File: src/rtl/pe_pkg.sv
// Shared types and address helper for the PE operand read masters.
package pe_pkg;

  typedef enum logic [1:0] {
    RD_IDLE,
    RD_ISSUE,
    RD_COLLECT,
    RD_DONE
  } rd_state_t;

  // Wide enough for any word address / base combination; callers truncate to the bus width.
  localparam int unsigned CALC_W = 64;

  function automatic logic [CALC_W-1:0] byte_addr(input logic [CALC_W-1:0] base,
                                                  input logic [CALC_W-1:0] word,
                                                  input int unsigned       shift);
    return base + (word << shift);
  endfunction

endpackage

File: src/rtl/pe_operand_read_master.sv
// Avalon-MM burst read master: one BURST_LEN-beat operand per PE request, 4 cycles request->pulse unstalled.
// waitrequest holds the read; one extra request waits in a pending slot (latest wins, sets overrun).
module pe_operand_read_master
  import pe_pkg::*;
#(
  parameter int unsigned           ADDR_IN_W  = 11,
  parameter int unsigned           DATA_W     = 128,
  parameter int unsigned           BURST_LEN  = 2,
  parameter int unsigned           AVM_ADDR_W = 32,
  parameter logic [AVM_ADDR_W-1:0] BASE_ADDR  = '0
) (
  input  logic                        clk,
  input  logic                        rst_n,
  input  logic                        master_en,
  input  logic [ADDR_IN_W-1:0]        addr_in,
  output logic [AVM_ADDR_W-1:0]       avm_address,
  output logic                        avm_read,
  output logic [$clog2(BURST_LEN):0]  avm_burstcount,
  input  logic                        avm_waitrequest,
  input  logic [DATA_W-1:0]           avm_readdata,
  input  logic                        avm_readdatavalid,
  output logic [DATA_W*BURST_LEN-1:0] pe_data,
  output logic                        readdatavalid_out,
  output logic                        busy,
  output logic                        overrun
);

  localparam int unsigned BC_W  = $clog2(BURST_LEN) + 1;
  localparam int unsigned SHIFT = $clog2(DATA_W / 8);
  localparam int unsigned PE_W  = DATA_W * BURST_LEN;

  rd_state_t              state_q, state_d;
  logic                   en_prev_q;
  logic [ADDR_IN_W-1:0]   last_addr_q, last_addr_d;
  logic                   pend_vld_q, pend_vld_d;
  logic [ADDR_IN_W-1:0]   pend_addr_q, pend_addr_d;
  logic                   overrun_q, overrun_d;
  logic [AVM_ADDR_W-1:0]  avm_address_q, avm_address_d;
  logic [BC_W-1:0]        beat_q, beat_d;
  logic [PE_W-1:0]        asm_q, asm_d;
  logic [PE_W-1:0]        pe_data_q, pe_data_d;
  logic                   new_req, last_beat, do_issue;
  logic [ADDR_IN_W-1:0]   issue_addr;

  assign new_req     = master_en && (!en_prev_q || (addr_in != last_addr_q));
  assign last_beat   = (beat_q == BC_W'(BURST_LEN - 1));
  assign last_addr_d = new_req ? addr_in : last_addr_q;

  always_ff @(posedge clk or negedge rst_n) begin
    if (!rst_n) state_q <= RD_IDLE;
    else        state_q <= state_d;
  end

  always_comb begin
    state_d = state_q;
    unique case (state_q)
      RD_IDLE:    if (new_req || pend_vld_q) state_d = RD_ISSUE;
      RD_ISSUE:   if (!avm_waitrequest) state_d = RD_COLLECT;
      RD_COLLECT: if (avm_readdatavalid && last_beat) state_d = RD_DONE;
      RD_DONE:    state_d = pend_vld_q ? RD_ISSUE : RD_IDLE;
      default:    state_d = RD_IDLE;
    endcase
  end

  always_comb begin
    avm_read          = (state_q == RD_ISSUE);
    readdatavalid_out = (state_q == RD_DONE);
    busy              = (state_q != RD_IDLE) || pend_vld_q;
  end

  // A request arriving in IDLE always wins over an older pending one.
  always_comb begin
    pend_vld_d  = pend_vld_q;
    pend_addr_d = pend_addr_q;
    overrun_d   = overrun_q;
    do_issue    = 1'b0;
    issue_addr  = addr_in;
    unique case (state_q)
      RD_IDLE: begin
        if (new_req) begin
          do_issue   = 1'b1;
          overrun_d  = overrun_q | pend_vld_q;
          pend_vld_d = 1'b0;
        end else if (pend_vld_q) begin
          do_issue   = 1'b1;
          issue_addr = pend_addr_q;
          pend_vld_d = 1'b0;
        end
      end
      RD_DONE: begin
        if (pend_vld_q) begin
          do_issue   = 1'b1;
          issue_addr = pend_addr_q;
          pend_vld_d = 1'b0;
        end
        if (new_req) begin
          pend_vld_d  = 1'b1;
          pend_addr_d = addr_in;
        end
      end
      default: begin
        if (new_req) begin
          overrun_d   = overrun_q | pend_vld_q;
          pend_vld_d  = 1'b1;
          pend_addr_d = addr_in;
        end
      end
    endcase
    avm_address_d = avm_address_q;
    if (do_issue)
      avm_address_d = AVM_ADDR_W'(byte_addr(CALC_W'(BASE_ADDR), CALC_W'(issue_addr), SHIFT));
  end

  always_comb begin
    beat_d    = beat_q;
    asm_d     = asm_q;
    pe_data_d = pe_data_q;
    if ((state_q == RD_COLLECT) && avm_readdatavalid) begin
      for (int b = 0; b < BURST_LEN; b++) begin
        if (beat_q == BC_W'(b)) asm_d[b*DATA_W +: DATA_W] = avm_readdata;
      end
      if (last_beat) begin
        pe_data_d = asm_d;
        beat_d    = '0;
      end else begin
        beat_d = beat_q + 1'b1;
      end
    end
    if (state_q == RD_DONE) beat_d = '0;
  end

  always_ff @(posedge clk or negedge rst_n) begin
    if (!rst_n) begin
      en_prev_q     <= 1'b0;
      last_addr_q   <= '0;
      pend_vld_q    <= 1'b0;
      pend_addr_q   <= '0;
      overrun_q     <= 1'b0;
      avm_address_q <= '0;
      beat_q        <= '0;
      asm_q         <= '0;
      pe_data_q     <= '0;
    end else begin
      en_prev_q     <= master_en;
      last_addr_q   <= last_addr_d;
      pend_vld_q    <= pend_vld_d;
      pend_addr_q   <= pend_addr_d;
      overrun_q     <= overrun_d;
      avm_address_q <= avm_address_d;
      beat_q        <= beat_d;
      asm_q         <= asm_d;
      pe_data_q     <= pe_data_d;
    end
  end

  assign avm_address    = avm_address_q;
  assign avm_burstcount = BC_W'(BURST_LEN);
  assign pe_data        = pe_data_q;
  assign overrun        = overrun_q;

endmodule

File: config.mk
export PLATFORM = sky130hd
export DESIGN_NAME = pe_operand_read_master
export DESIGN_NICKNAME = d
export VERILOG_FILES = /design/src/rtl/pe_pkg.sv /design/src/rtl/pe_operand_read_master.sv
export SDC_FILE = /design/constraint.sdc
export NUM_CORES = 1
export LEC_CHECK = 0
export CAP_MARGIN = 25
export CORE_AREA = 2 2 208 210
export DETAILED_ROUTE_END_ITERATION = 6
export DIE_AREA = 0 0 210 212
export HOLD_SLACK_MARGIN = 0.12
export PLACE_DENSITY = 0.76
export SLEW_MARGIN = 10
export SYNTH_ARGS = -nofsm -noshare
export SYNTH_HDL_FRONTEND = slang
export SYNTH_SLANG_ARGS = --single-unit
File: constraint.sdc
create_clock -name clk -period 2.5 [get_ports clk]
set_clock_uncertainty 0.05 [all_clocks]
set_input_delay 0.5 -clock clk [delete_from_list [all_inputs] [get_ports clk]]
set_output_delay 0.5 -clock clk [all_outputs]
set_load 0.005 [all_outputs]
; Word level (Yosys, flattened, before mapping)
; Cells that the tools add are included.
[totals]
regBits = 552
out_inout_bits = 294
[classes]
addsub = 1
eq_ne = 8
n_mux = 19
bitwise = 3
reduce_logical = 16
[op_table]
columns = cell, count
row1 = $mux 128, 2
row2 = $mux 11, 2
row3 = $pmux 11 s2, 1
row4 = $mux 2, 6
row5 = $ne 11x11->1, 1
row6 = $pmux 2 s4, 1
row7 = $ne 2x2->1 const B, 3
row8 = $reduce_and 2->1, 3
row9 = $mux 1, 5
row10 = $eq 2x1->1 const B, 2
row11 = $eq 2x2->1 const B, 2
row12 = $logic_not 2->1, 2
row13 = $pmux 1 s2, 2
row14 = $reduce_bool 2->1, 2
row15 = $logic_and 1x1->1, 3
row16 = $logic_or 1x1->1, 3
row17 = $reduce_and 3->1, 1
row18 = $reduce_bool 3->1, 1
row19 = $add 2x1->2 const B, 1
row20 = $not 1->1, 2
row21 = $logic_not 1->1, 1
row22 = $or 1x1->1, 1

; Logic depth before layout (Yosys ltp)
[logic_depth]
depth_word = 6
depth_mapped = 9

; Worst setup path after synthesis
; OpenSTA, ideal clock, no wires.
[synth_path]
kind = input to register
from = input addr_in[10]
to = register pend_addr_q[10]
t_arrival_ns = 1.874
t_required_ns = 2.325
path_slack_ns = 0.451
cell_stages = 6
cell_sequence = xnor2_1 nand4_2 o31ai_4 nand2b_2 buf_12 mux2_4
[synth_via]
elab_chain_cells = 4
[synth_lines]
columns = item, line_no
row1 = start: declaration, pe_operand_read_master.sv:15  ; input logic [ADDR_IN_W-1:0] addr_in,
row2 = $ne 11x11->1, pe_operand_read_master.sv:45  ; assign new_req = master_en && (!en_prev_q || (addr_in != last_addr_q));
row3 = $logic_or 1x1->1, pe_operand_read_master.sv:45
row4 = $logic_and 1x1->1, pe_operand_read_master.sv:45
row5 = $reduce_and 2->1 (no source line), -
row6 = end signal: assignment, pe_operand_read_master.sv:147  ; pend_addr_q <= pend_addr_d;
row7 = end: declaration, pe_operand_read_master.sv:36  ; logic [ADDR_IN_W-1:0] pend_addr_q, pend_addr_d;
; Parallel ways exist; a longest one is shown, timed or not.
; A chain may end at the register's enable or synchronous reset.

; Worst setup path in the final report
[layout_path]
from = register state_q[0]
to = output readdatavalid_out
[layout_via]
elab_chain_cells = 1
[layout_lines]
columns = item, line_no
row1 = start: declaration, pe_operand_read_master.sv:32  ; rd_state_t state_q, state_d;
row2 = start signal: assignment, pe_operand_read_master.sv:51  ; else state_q <= state_d;
row3 = $eq 2x2->1, pe_operand_read_master.sv:67  ; readdatavalid_out = (state_q == RD_DONE);
row4 = end: declaration, pe_operand_read_master.sv:23  ; output logic readdatavalid_out,
; Every way passes these cells.

==> qor.yml <==
worstPathArrival_ns: 1.82
synth_edf_count: 0
grt_pass1_wl_mm: 69.54
drive_above_1_share: 0.1557
utilization: 0.5494
clk_path_buf_depth: 3
path_class: "reg -> out"
synth_seq_area_share: 0.6371
start_util: 0.3918
post-route-min-period_ns: 2.365
drtPass1Iterations: 5
syn_to_final_growth_pct: 40.23
setup_violations: 0
cp_max_fo: 6
yosysWarnings: 0
report.final.slew_viol_count: 0
ff2ff_setup_slack_ns: 0.37
synthMuxAreaShare: 0.1191
slowest_delay_ns: 0.53
wl_mm: 43.80
vias_per_cell: 4.807
port_buffers: 414
post_synth_fa_ha_maj_area_fraction: 0.003005
worstPathRequired_ns: 1.95
crit_path_top_delay_cell: "clkdlybuf4s50_1"
start_kind: "flip-flop"
dp_hpwl_mm: 30.94
track_usage: 0.1948
nets: 2156
maxSlewHeadroom: 0.6259
synth_compound_area_frac: 0.01833
synthSimpleGateAreaFrac: 0.1820
synth-seq-cells: 424
cp.depth: 3
syn-cell-area_sq_um: 16650
routed-via-count: 12440
synth_top_family_by_area: "simple AND/OR/NAND/NOR gates"
fmax_mhz: 422.8
cts_tree: "yes"
ant_nets: 0
yosysTopAreaCellShare: 0.6371
core_sq_um: 42510
die_x_um: 210
grt_max_degree: 77
critPathTopFamily: "buffers and inverters"
drt_iter0_drc: 745
yosys.area.top_type: "dfrtp_1"
yosysMostFrequentCell: "nand2_1"
crit_buf_inv: 2
wire_per_inst_um: 16.92
async_flop_share: 1.000
drcViolationCount: 0
grt_setup_unrepaired: "no"
gp_congestion: 0.8066
reg2reg_depth: 7
rows: 76
die_area_sq_um: 44520
antenna-diode-count: 0
max-cap-violations: 0
worst_pin_slew_ns: 0.5611
syn_avg_cell_area_sq_um: 10.68
synth_common_cells: "nand2_1 (781), dfrtp_1 (424), mux2_2 (153)"
yosys.cell_types.count: 38
hold_class: "reg -> reg"
run_status: "finished clean"
powerDensity_nw_per_um2: 1199
ios: 438
synth_ff_type: "dfrtp_1"
p_leak_nw: 11.22
cp_cell_sequence: "buf_4 -> ha_4 -> clkdlybuf4s50_1"
grt_pass1_vias: 13080
period_share: 0.9461
synth_area_leaders: "dfrtp_1 (64%), nand2_1 (18%), mux2_2 (10%)"
finalHoldViolations: 0
insertion_delay_ns: 0.56
gr-total-overflow: 0
tns_ns: 0
die_h_um: 212
clock_sinks: 424
end_kind: "primary output"
cts_buffers: 44
h-tree-depth: 2
synthXorXnorAreaFrac: 0.006311
ir_drop_mv: 0.7402
clk_pin_slew_ns: 0.06
grt_antenna_before_repair: 0
clockRootBuffer: "clkbuf_16"
syn-instance-count: 1559
hold-path-cell-count: 2
worst paths after layout:
kind | from | end
max | state_q[0] | readdatavalid_out
max in group asynchronous | rst_n | pe_data[26]
min | asm_q[100] | pe_data[100]
max reg2reg | state_q[0] | asm_q[59]
min reg2reg | asm_q[100] | pe_data[100]
min in group asynchronous | rst_n | asm_q[104]
routing by layer:
metal  track usage  up-vias  wire, um
met2        0.3244      380     21580
met5             0        -         0
met3       0.05244       87      2962
li1              -     5793         -
met4       0.07557        0      1396
met1        0.2432     6180     17860
layout by cell type, fill, tap and decap left out, types with 3 or more instances in the layout:
cell type and instances:
clkbuf_8 11, clkinv_2 9, clkdlybuf4s50_1 411, dfrtp_1 424, mux2_2 153, conb_1 23, o32a_1 10, nor2_1 3
o221ai_1 10, mux2_4 10, inv_1 4, buf_4 55, xnor2_1 11, mux2i_1 11, clkbuf_16 45, clkbuf_1 9
bufinv_16 4, o21ai_0 3, buf_12 18, nand2_1 781
timing repair:
item | 4_1_cts | 5_1_grt
setup buffers | 1 | 0
setup endpoints to repair | 1 | 1
endpoints found under the hold margin | 49 | 0
hold buffers | 1 | 0
resized for setup | 6 | 2
area by class of cell:
class                   instances  area, sq um
well taps                     546        683.2
clock buffers                  65         1311
repair buffers                488         4933
inverters                       6        22.52
multi-input cells            1044         5610
flip-flops and latches        424        10610
clock inverters                15        182.7
fillers                      3494        19150
worst min-delay path, cell delays in order, from the launching register on:
cell and delay [ns]:
dfrtp_1 0.34, nand2_1 0.05, nand2_1 0.05
flip-flops by register name (all words and copies together) (netlist names), 2 cells and up:
register	flops
last_addr_q	11
avm_address	11
beat_q	2
pend_addr_q	11
asm_q	128
state_q	2
pe_data	256
power breakdown:
| group | internal [mW] | leakage [nW] | total (mW) | switching [mW] |
|---|---|---|---|---|
| registers | 9.91 | 5.30 | 11.6 | 1.69 |
| logic | 5.86 | 5.17 | 9.68 | 3.82 |
| clock network | 4.04 | 0.745 | 6.73 | 2.68 |
cells by family (layout without fill, tap and decap cells):
kind of cell,after synthesis,in the layout
muxes,174,174
buffers and inverters,112,574
xor gates and xnor gates,12,12
other,2,23
AOI/OAI and AO/OA,34,34
adders and majority gates,4,4
DFF,424,424
and+or+nand+nor,797,797
stage by stage:
stage / instance area, sq um / std cells / power, mW / setup slack, ns / hold slack (ns)
after floorplan: 16730 / 1580 / 15.52 / 0.4505 / 0.1544
after global placement: 21820 / 2506 / 20.89 / -0.03712 / 0.3907
after detailed placement: 21820 / 2506 / 21.35 / -0.09190 / 0.3983
after CTS: 23340 / 2588 / 28.30 / 0.02188 / 0.4054
after global routing: 23350 / 2588 / 29.67 / 0.01569 / 0.4281
final: 23350 / 2588 / 28.00 / 0.1348 / 0.4113
Note: power is estimated with default switching activity, not from simulation.
